## src/rtl/ac_motor_svpwm_timer_if.sv

```systemverilog
// Control/status bundle between the SVPWM timer and its host: shadow-load inputs and period outputs.
interface ac_motor_svpwm_timer_if #(
    parameter int W = 12
);
    logic         EN;
    logic         LOAD;
    logic [2:0]   SECTOR_IN;
    logic [W-1:0] T1;
    logic [W-1:0] T2;
    logic [W-1:0] T_HALF;
    logic [2:0]   SECTOR;
    logic         U_0;
    logic         U_1;
    logic         U_2;
    logic         U_7;
    logic         PERIOD_START;
    logic         SAT;
    logic         SEC_ERR;

    modport master (
        output EN, LOAD, SECTOR_IN, T1, T2, T_HALF,
        input  SECTOR, U_0, U_1, U_2, U_7, PERIOD_START, SAT, SEC_ERR
    );

    modport slave (
        input  EN, LOAD, SECTOR_IN, T1, T2, T_HALF,
        output SECTOR, U_0, U_1, U_2, U_7, PERIOD_START, SAT, SEC_ERR
    );
endinterface

```

## src/rtl/ac_motor_svpwm_timer.sv

```systemverilog
// Symmetric SVPWM interval timer: Z0/A1/A2/Z7 up then down, 2*T_HALF clocks per period.
// Outputs registered, change on the same edge as the state; no backpressure, EN low idles.
module ac_motor_svpwm_timer #(
    parameter int W = 12
) (
    input  logic                     CLK,
    input  logic                     RST,
    ac_motor_svpwm_timer_if.slave    bus
);
    typedef enum logic [3:0] {
        IDLE  = 4'd0,
        Z0_UP = 4'd1,
        A1_UP = 4'd2,
        A2_UP = 4'd3,
        Z7_UP = 4'd4,
        Z7_DN = 4'd5,
        A2_DN = 4'd6,
        A1_DN = 4'd7,
        Z0_DN = 4'd8
    } state_t;

    function automatic logic [W-1:0] len_at(input logic [3:0] idx, input logic [W-1:0] l0,
                                            input logic [W-1:0] l1, input logic [W-1:0] l2,
                                            input logic [W-1:0] l7);
        case (idx)
            4'd1, 4'd8: len_at = l0;
            4'd2, 4'd7: len_at = l1;
            4'd3, 4'd6: len_at = l2;
            4'd4, 4'd5: len_at = l7;
            default:    len_at = '0;
        endcase
    endfunction

    // First state at or after 'from' with a nonzero dwell; 0 means the period is exhausted.
    function automatic logic [3:0] seek(input logic [3:0] from, input logic [W-1:0] l0,
                                        input logic [W-1:0] l1, input logic [W-1:0] l2,
                                        input logic [W-1:0] l7);
        logic [3:0] r;
        r = 4'd0;
        for (int k = 8; k >= 1; k--) begin
            if (4'(k) >= from && len_at(4'(k), l0, l1, l2, l7) != '0) r = 4'(k);
        end
        return r;
    endfunction

    state_t       state, state_n;
    logic [W-1:0] cnt, cnt_n;
    logic [2:0]   sh_sector;
    logic [W-1:0] sh_t1, sh_t2, sh_thalf;
    logic [W-1:0] a_l0, a_l1, a_l2, a_l7, a_thalf;
    logic [2:0]   sector_q;
    logic         sat_q, err_q, ps_q, u0_q, u1_q, u2_q, u7_q;

    logic [W:0]   sum;
    logic [W-1:0] n_t1, n_t2, t0, n_l0, n_l1, n_l2, n_l7;
    logic         n_sat, n_err;

    // Dwell times the next period would use if the shadow were copied now.
    always_comb begin
        sum   = {1'b0, sh_t1} + {1'b0, sh_t2};
        n_t1  = sh_t1;
        n_t2  = sh_t2;
        n_sat = 1'b0;
        if (sh_t1 >= sh_thalf) begin
            n_t1  = sh_thalf;
            n_t2  = '0;
            n_sat = 1'b1;
        end else if (sum > {1'b0, sh_thalf}) begin
            n_t2  = sh_thalf - sh_t1;
            n_sat = 1'b1;
        end
        t0    = sh_thalf - n_t1 - n_t2;
        n_err = (sh_sector > 3'd5);
        if (n_err) begin
            n_l0 = sh_thalf;
            n_l1 = '0;
            n_l2 = '0;
            n_l7 = '0;
        end else begin
            n_l0 = t0 >> 1;
            n_l1 = n_t1;
            n_l2 = n_t2;
            n_l7 = t0 - (t0 >> 1);
        end
    end

    logic [W-1:0] cur_len;
    logic [3:0]   nxt_idx, first_idx;
    logic         copy, ps_n;

    always_comb begin
        cur_len   = len_at(state, a_l0, a_l1, a_l2, a_l7);
        nxt_idx   = seek(4'(state) + 4'd1, a_l0, a_l1, a_l2, a_l7);
        first_idx = seek(4'd1, n_l0, n_l1, n_l2, n_l7);
        state_n   = state;
        cnt_n     = cnt + W'(1);
        copy      = 1'b0;
        if (!bus.EN) begin
            state_n = IDLE;
            cnt_n   = '0;
        end else if (state == IDLE || a_thalf == '0) begin
            copy = 1'b1;
        end else if (cnt == cur_len - W'(1)) begin
            cnt_n = '0;
            if (nxt_idx == 4'd0) copy = 1'b1;
            else                 state_n = state_t'(nxt_idx);
        end
        // A zero-length period parks in Z0_UP and re-copies the shadow every cycle.
        if (copy) begin
            cnt_n   = '0;
            state_n = (sh_thalf == '0) ? Z0_UP : state_t'(first_idx);
        end
        ps_n = copy && (sh_thalf != '0);
    end

    always_ff @(posedge CLK) begin
        if (RST) begin
            state     <= IDLE;
            cnt       <= '0;
            sh_sector <= '0;
            sh_t1     <= '0;
            sh_t2     <= '0;
            sh_thalf  <= '0;
            a_l0      <= '0;
            a_l1      <= '0;
            a_l2      <= '0;
            a_l7      <= '0;
            a_thalf   <= '0;
            sector_q  <= '0;
            sat_q     <= 1'b0;
            err_q     <= 1'b0;
            ps_q      <= 1'b0;
            u0_q      <= 1'b0;
            u1_q      <= 1'b0;
            u2_q      <= 1'b0;
            u7_q      <= 1'b0;
        end else begin
            if (bus.LOAD) begin
                sh_sector <= bus.SECTOR_IN;
                sh_t1     <= bus.T1;
                sh_t2     <= bus.T2;
                sh_thalf  <= bus.T_HALF;
            end
            if (copy) begin
                a_l0     <= n_l0;
                a_l1     <= n_l1;
                a_l2     <= n_l2;
                a_l7     <= n_l7;
                a_thalf  <= sh_thalf;
                sector_q <= n_err ? 3'd0 : sh_sector;
                sat_q    <= n_sat;
                err_q    <= n_err;
            end
            state <= state_n;
            cnt   <= cnt_n;
            ps_q  <= ps_n;
            u0_q  <= (state_n == Z0_UP) || (state_n == Z0_DN);
            u1_q  <= (state_n == A1_UP) || (state_n == A1_DN);
            u2_q  <= (state_n == A2_UP) || (state_n == A2_DN);
            u7_q  <= (state_n == Z7_UP) || (state_n == Z7_DN);
        end
    end

    assign bus.SECTOR       = sector_q;
    assign bus.SAT          = sat_q;
    assign bus.SEC_ERR      = err_q;
    assign bus.PERIOD_START = ps_q;
    assign bus.U_0          = u0_q;
    assign bus.U_1          = u1_q;
    assign bus.U_2          = u2_q;
    assign bus.U_7          = u7_q;
endmodule
```

## src/flat_wrapper.sv

```systemverilog
// flat-port wrapper written by rule: the top's interface ports become plain ports
module ac_motor_svpwm_timer_flat 
#(
    parameter int W = 12
)
  (CLK, RST, bus_EN, bus_LOAD, bus_SECTOR_IN, bus_T1, bus_T2, bus_T_HALF, bus_SECTOR, bus_U_0, bus_U_1, bus_U_2, bus_U_7, bus_PERIOD_START, bus_SAT, bus_SEC_ERR);
  ac_motor_svpwm_timer_if #(.W(W)) bus_i ();
  input  logic CLK;
  input  logic RST;
  input wire logic [$bits(bus_i.EN)-1:0] bus_EN;
  input wire logic [$bits(bus_i.LOAD)-1:0] bus_LOAD;
  input wire logic [$bits(bus_i.SECTOR_IN)-1:0] bus_SECTOR_IN;
  input wire logic [$bits(bus_i.T1)-1:0] bus_T1;
  input wire logic [$bits(bus_i.T2)-1:0] bus_T2;
  input wire logic [$bits(bus_i.T_HALF)-1:0] bus_T_HALF;
  output wire logic [$bits(bus_i.SECTOR)-1:0] bus_SECTOR;
  output wire logic [$bits(bus_i.U_0)-1:0] bus_U_0;
  output wire logic [$bits(bus_i.U_1)-1:0] bus_U_1;
  output wire logic [$bits(bus_i.U_2)-1:0] bus_U_2;
  output wire logic [$bits(bus_i.U_7)-1:0] bus_U_7;
  output wire logic [$bits(bus_i.PERIOD_START)-1:0] bus_PERIOD_START;
  output wire logic [$bits(bus_i.SAT)-1:0] bus_SAT;
  output wire logic [$bits(bus_i.SEC_ERR)-1:0] bus_SEC_ERR;
  assign bus_i.EN = bus_EN;
  assign bus_i.LOAD = bus_LOAD;
  assign bus_i.SECTOR_IN = bus_SECTOR_IN;
  assign bus_i.T1 = bus_T1;
  assign bus_i.T2 = bus_T2;
  assign bus_i.T_HALF = bus_T_HALF;
  assign bus_SECTOR = bus_i.SECTOR;
  assign bus_U_0 = bus_i.U_0;
  assign bus_U_1 = bus_i.U_1;
  assign bus_U_2 = bus_i.U_2;
  assign bus_U_7 = bus_i.U_7;
  assign bus_PERIOD_START = bus_i.PERIOD_START;
  assign bus_SAT = bus_i.SAT;
  assign bus_SEC_ERR = bus_i.SEC_ERR;
  ac_motor_svpwm_timer #(.W(W)) u_core (.CLK(CLK), .RST(RST), .bus(bus_i));
endmodule
```

## config.mk

```make
export PLATFORM = sky130hd
export DESIGN_NAME = ac_motor_svpwm_timer_flat
export DESIGN_NICKNAME = d
export VERILOG_FILES = /design/src/rtl/ac_motor_svpwm_timer_if.sv /design/src/rtl/ac_motor_svpwm_timer.sv /design/src/flat_wrapper.sv
export SDC_FILE = /design/constraint.sdc
export NUM_CORES = 1
export LEC_CHECK = 0
export BUFFER_PORTS_ARGS = -buffer_cell sky130_fd_sc_hd__buf_2
export CAP_MARGIN = 15
export CORE_AREA = 2 2 122 124
export DETAILED_ROUTE_END_ITERATION = 10
export DIE_AREA = 0 0 124 126
export PLACE_DENSITY = 0.85
export REMOVE_ABC_BUFFERS = 1
export SLEW_MARGIN = 10
export SYNTH_ARGS = -nofsm -noshare
export SYNTH_HDL_FRONTEND = slang
export SYNTH_SLANG_ARGS = --single-unit
```

## constraint.sdc

```tcl
create_clock -name CLK -period 25.8 [get_ports CLK]
set_input_delay 5.16 -clock CLK [delete_from_list [all_inputs] [get_ports CLK]]
set_output_delay 5.16 -clock CLK [all_outputs]
set_load 0.05 [all_outputs]
```

==> results of run 1 <==
==> metrics by stage <==
| stage | util, % | setup slack [ns] | hold WS (ns) |
|---|---|---|---|
| floorplan | - | 17.43 | 0.430 |
| global placement | 68.4 | 16.64 | 0.439 |
| detailed placement | 68.4 | 16.31 | 0.443 |
| CTS | 72.7 | 16.28 | 0.452 |
| global route | 72.7 | 15.19 | 0.475 |
| finish | 72.7 | 16.10 | 0.451 |
==> area by class of cell <==
type                    count  area, um2
flip-flops and latches    125       2500
clock buffers              17        425
clock inverters            14        191
well taps                 184        230
fillers                  1131       3910
multi-input cells         937       6460
inverters                  78        293
repair buffers             58        308
==> worst max-delay path, delay by kind of cell (launching register included) <==
kind	cells	cell delay (ns)
mux	1	0.40
buf+inv	3	0.30
fa+ha+maj	6	1.79
xor+xnor	3	0.49
simple gates	9	1.84
flops	1	0.35
compound gates	16	4.37
==> cell families after synthesis <==
logic type / share of synthesized area (%)
simple gates: 24.7
compound gates: 19.6
buf+inv: 5.39
flops: 26.5
fa+ha+maj: 11.7
xor+xnor: 6.03
mux: 6.04
==> synthesized netlist by cell type (13+ instances only) <==
cell,number
dfxtp_1,125
nand4_1,14
a211oi_1,13
xor2_1,15
o21ai_0,45
ha_1,66
a21oi_1,78
nor2_1,145
nor4_1,31
nor2b_1,31
fa_1,14
nor3_1,31
nand2_1,97
a21o_1,13
xnor2_1,50
inv_1,77
mux2i_1,51
nand3_1,39
and3_1,15
clkbuf_1,45
==> metal layers <==
layer  vias to the layer above  track usage [%]
li1                       4321                -
met1                      4183             43.0
met2                       360             56.9
met3                        76             5.53
met4                         0             18.0
met5                         -                0
==> registers in the layout, indices dropped and copies added (netlist names) <==
signal,cells
u_core.sh_sector,3
u_core.bus.U_0,1
u_core.a_l1,12
u_core.a_l2,12
u_core.bus.PERIOD_START,1
u_core.cnt,12
u_core.sh_t1,12
u_core.sh_t2,12
u_core.a_thalf,12
u_core.bus.U_7,1
u_core.bus.SAT,1
u_core.bus.SECTOR,3
u_core.a_l0,12
u_core.bus.SEC_ERR,1
u_core.bus.U_2,1
u_core.sh_thalf,12
u_core.state,4
u_core.a_l7,12
u_core.bus.U_1,1
==> power by group through the flow <==
stage	clock network [uW]	logic (uW)	registers, uW
2_1_floorplan	0	557	233
3_3_place_gp	0	668	239
3_5_place_dp	0	689	239
4_1_cts	257	696	235
5_1_grt	265	793	238
6_report	256	708	236
==> how the worst max path moves through the flow <==
stage | start | endpoint | slack, ns | cells past startpoint
2_1_floorplan | u_core.sh_t1[1] | u_core.bus.U_1 | 17.43 | 39
6_report | u_core.sh_t2[0] | u_core.bus.U_1 | 16.10 | 38
3_5_place_dp | u_core.sh_t2[0] | u_core.bus.U_1 | 16.31 | 38
5_1_grt | u_core.sh_t2[0] | u_core.bus.U_1 | 15.19 | 38
4_1_cts | u_core.sh_t2[0] | u_core.bus.U_1 | 16.28 | 38
3_3_place_gp | u_core.sh_t1[1] | u_core.bus.U_1 | 16.64 | 39
==> metrics.yaml, run 1 <==
vias: 8940
outcome: "completed"
peakVddDrop_mv: 0.0929
p_per_area_mw_per_mm2: 115
hp-start: "u_core.bus.SECTOR[1]"
floorplan.rows: 44
synth_seq_cells: 125
antenna_cells_inserted: 0
nets: 1340
critical_path.slowest_cell: "nand2_1"
register_to_register_path_depth: 38
dieArea_mm2: 0.0156
slew_viol_final: 0
worstMarginPinSlew_ns: 1.12
die_y_um: 126
clk_root_buffer_cell: "clkbuf_16"
layout_commonest_cell: "nor2_1"
worst_ep_arrival_time_ns: 10.00
synth_top_cell_by_area: "dfxtp_1"
worstHoldPathType: "flip-flop to flip-flop"
grt_start_max_net_pins: 84
power.leakage_uw: 0.00434
worst-endpoint-required_ns: 26.10
max-clock-path-buffers: 2
maxCapViolations: 0
dr_wl_met2_um: 12400
total_power_uw: 1200
synth.cell_area_mm2: 0.00944
maximum_single_stage_delay_on_the_critical_path_ns: 0.56
async_sr_flop_fraction_pct: 0
antenna_found_initial: 0
syn-mean-instance-area_um2: 7.91
setup.worst_path.class: "flip-flop to flip-flop"
worst_setup_hold_path_clk_slew_ns: 0.06
clockPowerShare_pct: 21.3
grtUsageTotal_pct: 34.5
r2r-end: "u_core.bus.U_1"
combPwrFrac_pct: 59.0
wirelength_met1_um: 10500
synthCells: 1194
switching_power_share_of_the_total_pct: 43.4
detailedRoute.firstPassIterationCount: 5
postLayoutCellArea_mm2: 0.0104
placeableCoreArea_mm2: 0.0143
highest_clock_rate_ghz: 0.103
hold-path-endpoint: "u_core.bus.SECTOR[1]"
synth.yosys.warnings: 0
overflow: 0
number_of_primary_i_o_pins: 53
hold-path-cell-count: 2
timing.setup.tns_ns: 0
ys_seq_area_share_pct: 26.5
r2r_slack_ns: 16.10
detailed_place.area_mm2: 0.00979
drt_first_iter_violations: 720
routed_wire_length_per_instance_um: 18.2
synth_largest_type_area_fraction_pct: 26.5
top_cells_by_area_synth: "dfxtp_1, ha_1, nor2_1"
final_setup_vio_count: 0
first_global_vias: 8626
globalplace.congestion: 0.950
reg2reg_from: "u_core.sh_t2[0]"
pwr-share-seq_pct: 19.7
finalNonFillerCells: 1413
fraction_of_layout_cells_with_a_size_suffix_above_1_pct: 10.2
cts_inserted_buffers: 17
postCtsResizedCells: 0
hpwlAfterDp_um: 19300
layout-area-overhead-vs-synth_pct: 10.2
startpoint_type_of_the_worst_setup_path: "flip-flop"
vias_per_cell: 6.33
detail_route.wirelength_um: 25700
clock_skew_ns: 0.0145
path_max_fanout: 16
clk_latency_ns: 0.44
initial_core_util_pct: 66.0
number_of_synthesized_flops_with_an_enable_pin: 0
die_width_um: 124
cts_hold_buf: 0
layout_min_cycle_time_ns: 9.70
grt_pass1_wl_um: 42400
routed.top_layer: "met4"
numPortBuffers: 52
synthDistinctLibCells: 83
timing.max_slew.rel_slack_pct: 25.1
power.switching_uw: 521
cts-htree-levels: 4
most-common-layout-cells: "nor2_1, dfxtp_1, nand2_1"
detailed_route_drc_error_count: 0
post-cts-setup-buffers: 0
intPower_uw: 679
final_min_period_over_clock_period_pct: 37.6
main_flop_type_after_synthesis: "dfxtp_1"
hold_viol: 0
antenna_left: 0
cts_tree: "yes"
unrepaired_setup_endpoints_after_global_routing: "false"
met3WireLength_um: 1690
capturing_element_type_of_the_critical_path: "flip-flop"
numClockSinks: 125
placedCellCount: 1382
No activity file was read; power rests on OpenSTA's default activity.
==> run 2: changes to the inputs <==
--- a/config.mk
+++ b/config.mk
@@ -7,10 +7,10 @@
 export LEC_CHECK = 0
 export BUFFER_PORTS_ARGS = -buffer_cell sky130_fd_sc_hd__buf_2
 export CAP_MARGIN = 15
-export CORE_AREA = 2 2 122 124
+export CORE_AREA = 2 2 126 128
 export DETAILED_ROUTE_END_ITERATION = 10
-export DIE_AREA = 0 0 124 126
-export PLACE_DENSITY = 0.85
+export DIE_AREA = 0 0 128 130
+export PLACE_DENSITY = 0.81
 export REMOVE_ABC_BUFFERS = 1
 export SLEW_MARGIN = 10
 export SYNTH_ARGS = -nofsm -noshare
==> constraint.sdc (replaced) <==
create_clock -name CLK -period 9.6 [get_ports CLK]
set_input_delay 1.92 -clock CLK [delete_from_list [all_inputs] [get_ports CLK]]
set_output_delay 1.92 -clock CLK [all_outputs]
set_load 0.05 [all_outputs]
==> run 2 against run 1 <==
- design area up 0.35%
- clock-buffer cell count unchanged
- setup slack worse by 15 ns
- total power rose to 2.7 times the previous value
- sequential power rose to 2.7 times the previous value
- sequential cell count unchanged
- combinational power rose to 2.7 times the previous value
- fmax up 8.5%
- critical path type unchanged
- highest routed layer unchanged
==> metrics.yaml, run 2 (synthesized netlist as in run 1, its figures left out) <==
outcome: "completed"
overflow: 0
timing.max_slew.rel_slack_pct: 25.3
antenna_cells_inserted: 0
antenna_left: 0
worst_setup_hold_path_clk_slew_ns: 0.06
vias: 8888
grt_pass1_wl_um: 41800
register_to_register_path_depth: 38
grt_use_met3_pct: 5.33
hold-path-cell-count: 2
finalHoldWorstSlack_ns: 0.446
floorplan.rows: 46
slew_viol_final: 0
numClockSinks: 125
drt_first_iter_violations: 771
n_fill_cell: 1299
clk_latency_ns: 0.43
placeableCoreArea_mm2: 0.0154
grtUsageMet1_pct: 38.2
max-clock-path-buffers: 2
maximum_single_stage_delay_on_the_critical_path_ns: 0.53
vias_per_cell: 6.24
setup.worst_path.class: "flip-flop to flip-flop"
worst-endpoint-required_ns: 9.90
m2_gr_usage_pct: 54.8
hold_viol: 0
detailed_route_drc_error_count: 0
placedCellCount: 1392
worstHoldPathType: "flip-flop to flip-flop"
cts_hold_buf: 0
detailedRoute.firstPassIterationCount: 7
fraction_of_layout_cells_with_a_size_suffix_above_1_pct: 10.7
hpwlAfterDp_um: 19400
p_per_area_mw_per_mm2: 309
cts-htree-levels: 4
finalNonFillerCells: 1424
layout-area-overhead-vs-synth_pct: 10.6
number_of_primary_i_o_pins: 53
die_y_um: 130
worstMarginPinSlew_ns: 1.12
final_min_period_over_clock_period_pct: 93.1
clk_root_buffer_cell: "clkbuf_16"
final_setup_vio_count: 0
power.leakage_uw: 0.00436
dieArea_mm2: 0.0166
cts_tree: "yes"
initial_core_util_pct: 61.2
maxCapViolations: 0
globalplace.congestion: 1.02
peakVddDrop_mv: 0.258
highest_clock_rate_ghz: 0.112
clock_skew_ns: 0.0113
nets: 1342
layout_min_cycle_time_ns: 8.94
critical_path.slowest_cell: "a221oi_1"
worst_ep_arrival_time_ns: 9.23
startpoint_type_of_the_worst_setup_path: "flip-flop"
path_max_fanout: 9
grtUsageTotal_pct: 31.8
layout.core_utilization_pct: 67.7
antenna_found_initial: 0
most-common-layout-cells: "nor2_1, dfxtp_1, nand2_1"
numPortBuffers: 52
timing.setup.tns_ns: 0
grt_start_max_net_pins: 84
unrepaired_setup_endpoints_after_global_routing: "false"
die_width_um: 128
routed_wire_length_per_instance_um: 18.1
detail_route.wirelength_um: 25800
layout_commonest_cell: "nor2_1"
grt-busiest-layer: "met2"
cts_inserted_buffers: 17
capturing_element_type_of_the_critical_path: "flip-flop"
first_global_vias: 8514
[run 2: cell count changes in the layout (fill, tap and decap cells not counted), moves of 2 or more]
cell	before	now
buf_4	7	9
clkinvlp_4	4	1
inv_6	3	5
clkinv_4	0	3
[run 2: worst max-delay path, delay by kind of cell, from the launching register on]
| family | cells | cell delay, ns |
|---|---|---|
| DFF | 1 | 0.41 |
| buffers and inverters | 3 | 0.23 |
| adders and majority gates | 6 | 2.11 |
| muxes | 1 | 0.30 |
| xor gates and xnor gates | 5 | 0.87 |
| and+or+nand+nor | 7 | 1.16 |
| AOI/OAI and AO/OA | 16 | 3.73 |
[run 2: repair_timing]
action / CTS / global route
setup buffers: 0 / 0
gates resized for setup: 0 / 5
setup endpoints to repair: 0 / 6
[run 2: layer usage]
metal	wire, um	up-vias	share of wire (%)
li1	-	4329	-
met1	10600	4140	41
met2	12300	332	48
met3	1500	87	5.8
met4	1310	0	5.1
met5	0	-	0
[run 2: final cells by class]
cell class              count  area (um2)  share of cell area, %
clock inverters            15         183                   1.75
inverters                  78         293                   2.80
repair buffers             60         323                   3.09
flip-flops and latches    125        2500                   24.0
multi-input cells         937        6480                   62.0
well taps                 192         240                   2.30
clock buffers              17         425                   4.07
[run 2: report_power, final]
group / internal (uW) / leakage [uW] / switching (uW)
sequential: 574 / 0.00102 / 60.0
clock: 411 / 0.000299 / 257
combinational: 833 / 0.00304 / 1090
total: 1820 / 0.00436 / 1410
[run 2: worst paths after layout]
kind,from,to,slack [ns]
max,u_core.sh_t1[0],u_core.bus.U_1,0.66
min,u_core.bus.SECTOR[1],u_core.bus.SECTOR[1],0.45
max reg2reg,u_core.sh_t1[0],u_core.bus.U_1,0.66
min reg2reg,u_core.bus.SECTOR[1],u_core.bus.SECTOR[1],0.45
[run 2: stage by stage]
step           power, uW  setup WS, ns  cell area (um2)
6_report            3220         0.664            10400
5_1_grt             3500        0.0189            10400
4_1_cts             3190         0.243            10400
3_5_place_dp        2520         0.328             9820
3_3_place_gp        2470         0.750             9820
2_1_floorplan       2120          1.23             9230
==> run 3: changes to the inputs <==
--- a/config.mk
+++ b/config.mk
@@ -10,7 +10,7 @@
 export CORE_AREA = 2 2 126 128
 export DETAILED_ROUTE_END_ITERATION = 10
 export DIE_AREA = 0 0 128 130
-export PLACE_DENSITY = 0.81
+export PLACE_DENSITY_LB_ADDON = 0.2
 export REMOVE_ABC_BUFFERS = 1
 export SLEW_MARGIN = 10
 export SYNTH_ARGS = -nofsm -noshare
==> run 3 against run 2 <==
- design area down 0.37%
- sequential cell count unchanged
- largest cell class unchanged
- global-route usage up 0.15 points
- wire length up 0.84%
- setup slack better by 0.11 ns
- critical endpoint unchanged
- via count down 1.2%
==> metrics.yaml, run 3 (synthesized netlist as in run 1, its figures left out) <==
antenna_left: 0
grtUsageMet1_pct: 39.2
detailed_place.area_mm2: 0.00983
final_min_period_over_clock_period_pct: 91.9
overflow: 0
worst_ep_arrival_time_ns: 9.11
detailed_route_drc_error_count: 0
number_of_primary_i_o_pins: 53
timing.setup.tns_ns: 0
grt_pass1_wl_um: 41500
critical_path.slowest_cell: "fa_1"
postLayoutCellArea_mm2: 0.0104
detail_route.wirelength_um: 26000
fraction_of_layout_cells_with_a_size_suffix_above_1_pct: 10.6
p_per_area_mw_per_mm2: 302
vias_per_cell: 6.14
n_fill_cell: 1351
startpoint_type_of_the_worst_setup_path: "flip-flop"
layout_min_cycle_time_ns: 8.82
layout_commonest_cell: "nor2_1"
dieArea_mm2: 0.0166
antenna_cells_inserted: 0
cts_tree: "yes"
die_y_um: 130
globalplace.congestion: 0.972
worstMarginPinSlew_ns: 1.11
setup.worst_path.class: "flip-flop to flip-flop"
outcome: "completed"
peakVddDrop_mv: 0.216
worstHoldPathType: "flip-flop to flip-flop"
nets: 1348
clk_latency_ns: 0.42
postLayoutSetupSlackWorst_ns: 0.776
grt-busiest-layer: "met2"
placedCellCount: 1394
highest_clock_rate_ghz: 0.113
final_setup_vio_count: 0
grtUsageTotal_pct: 32.0
vias: 8778
routed_wire_length_per_instance_um: 18.2
numPortBuffers: 52
clock_skew_ns: 0.0122
timing.max_slew.rel_slack_pct: 26.0
crit_path_frequent_cell: "a21oi_1"
path_max_fanout: 9
max-clock-path-buffers: 2
die_width_um: 128
hpwlAfterDp_um: 19800
floorplan.rows: 46
clk_root_buffer_cell: "clkbuf_16"
unrepaired_setup_endpoints_after_global_routing: "false"
placeableCoreArea_mm2: 0.0154
cts_hold_buf: 0
antenna_found_initial: 0
worst_setup_hold_path_clk_slew_ns: 0.06
finalNonFillerCells: 1429
slew_viol_final: 0
cts-htree-levels: 4
grt_start_max_net_pins: 84
worst-endpoint-required_ns: 9.89
capturing_element_type_of_the_critical_path: "flip-flop"
maximum_single_stage_delay_on_the_critical_path_ns: 0.49
numClockSinks: 125
first_global_vias: 8180
hold_viol: 0
power.leakage_uw: 0.00434
most-common-layout-cells: "nor2_1, dfxtp_1, nand2_1"
detailedRoute.firstPassIterationCount: 6
cts_inserted_buffers: 17
initial_core_util_pct: 61.2
drt_first_iter_violations: 846
dp_worst_setup_slack_ns: 0.532
layout-area-overhead-vs-synth_pct: 10.2
grt_use_met3_pct: 5.82
maxCapViolations: 0
m2_gr_usage_pct: 55.1
run 3: changes by cell type in the layout (fill, tap and decap cells not counted), sizes merged:
cell,delta
clkinvlp,+4
inv,-4
clkinv,-3
buf,+6
bufinv,-2
clkbuf,+4
run 3: area by class of cell:
class	instances	area, um2	share of cell area [%]
clock buffer	21	450	4.33
clock inverter	10	91.3	0.878
inverter	78	293	2.81
multi-input combinational	937	6460	62.1
sequential	125	2500	24.0
tap	192	240	2.31
timing repair buffer	66	368	3.54
run 3: what timing repair did:
| item | 4_1_cts | 5_1_grt |
|---|---|---|
| setup endpoints to repair | 0 | 5 |
| resized for setup | 0 | 1 |
| buffers inserted | 0 | 4 |
run 3: metal layers:
layer | up-vias | wire [um]
li1 | 4341 | -
met1 | 4051 | 10800
met2 | 315 | 12600
met3 | 71 | 1570
met4 | 0 | 1020
met5 | - | 0
run 3: worst paths after layout:
check / cells after the start / endpoint / slack [ns] / start
max: 40 / u_core.bus.U_1 / 0.78 / u_core.sh_t1[1]
min: 2 / u_core.bus.SECTOR[0] / 0.45 / u_core.bus.SECTOR[0]
max reg2reg: 40 / u_core.bus.U_1 / 0.78 / u_core.sh_t1[1]
min reg2reg: 2 / u_core.bus.SECTOR[0] / 0.45 / u_core.bus.SECTOR[0]
run 3: report_power, final:
| group | internal (uW) | switching [uW] | leakage [uW] |
|---|---|---|---|
| registers | 575 | 59.5 | 0.00102 |
| logic | 839 | 1070 | 0.00306 |
| clock network | 360 | 237 | 0.000251 |
| total | 1770 | 1370 | 0.00434 |
run 3: metrics by stage:
step                      utilization [%]  power [uW]  hold WS (ns)
after floorplan                         -        2120         0.430
after global placement               63.7        2470         0.438
after detailed placement             63.7        2510         0.443
after CTS                            67.2        3120         0.450
after global routing                 67.5        3420         0.483
final                                67.5        3140         0.446
run 3: worst max-delay path: cells and delay by family (launching register included):
family | cells | cell delay [ns]
adders and majority gates | 5 | 1.59
buffers and inverters | 3 | 0.29
DFF | 1 | 0.44
xor gates and xnor gates | 3 | 0.48
and+or+nand+nor | 9 | 1.44
AOI/OAI and AO/OA | 19 | 4.15
muxes | 1 | 0.29
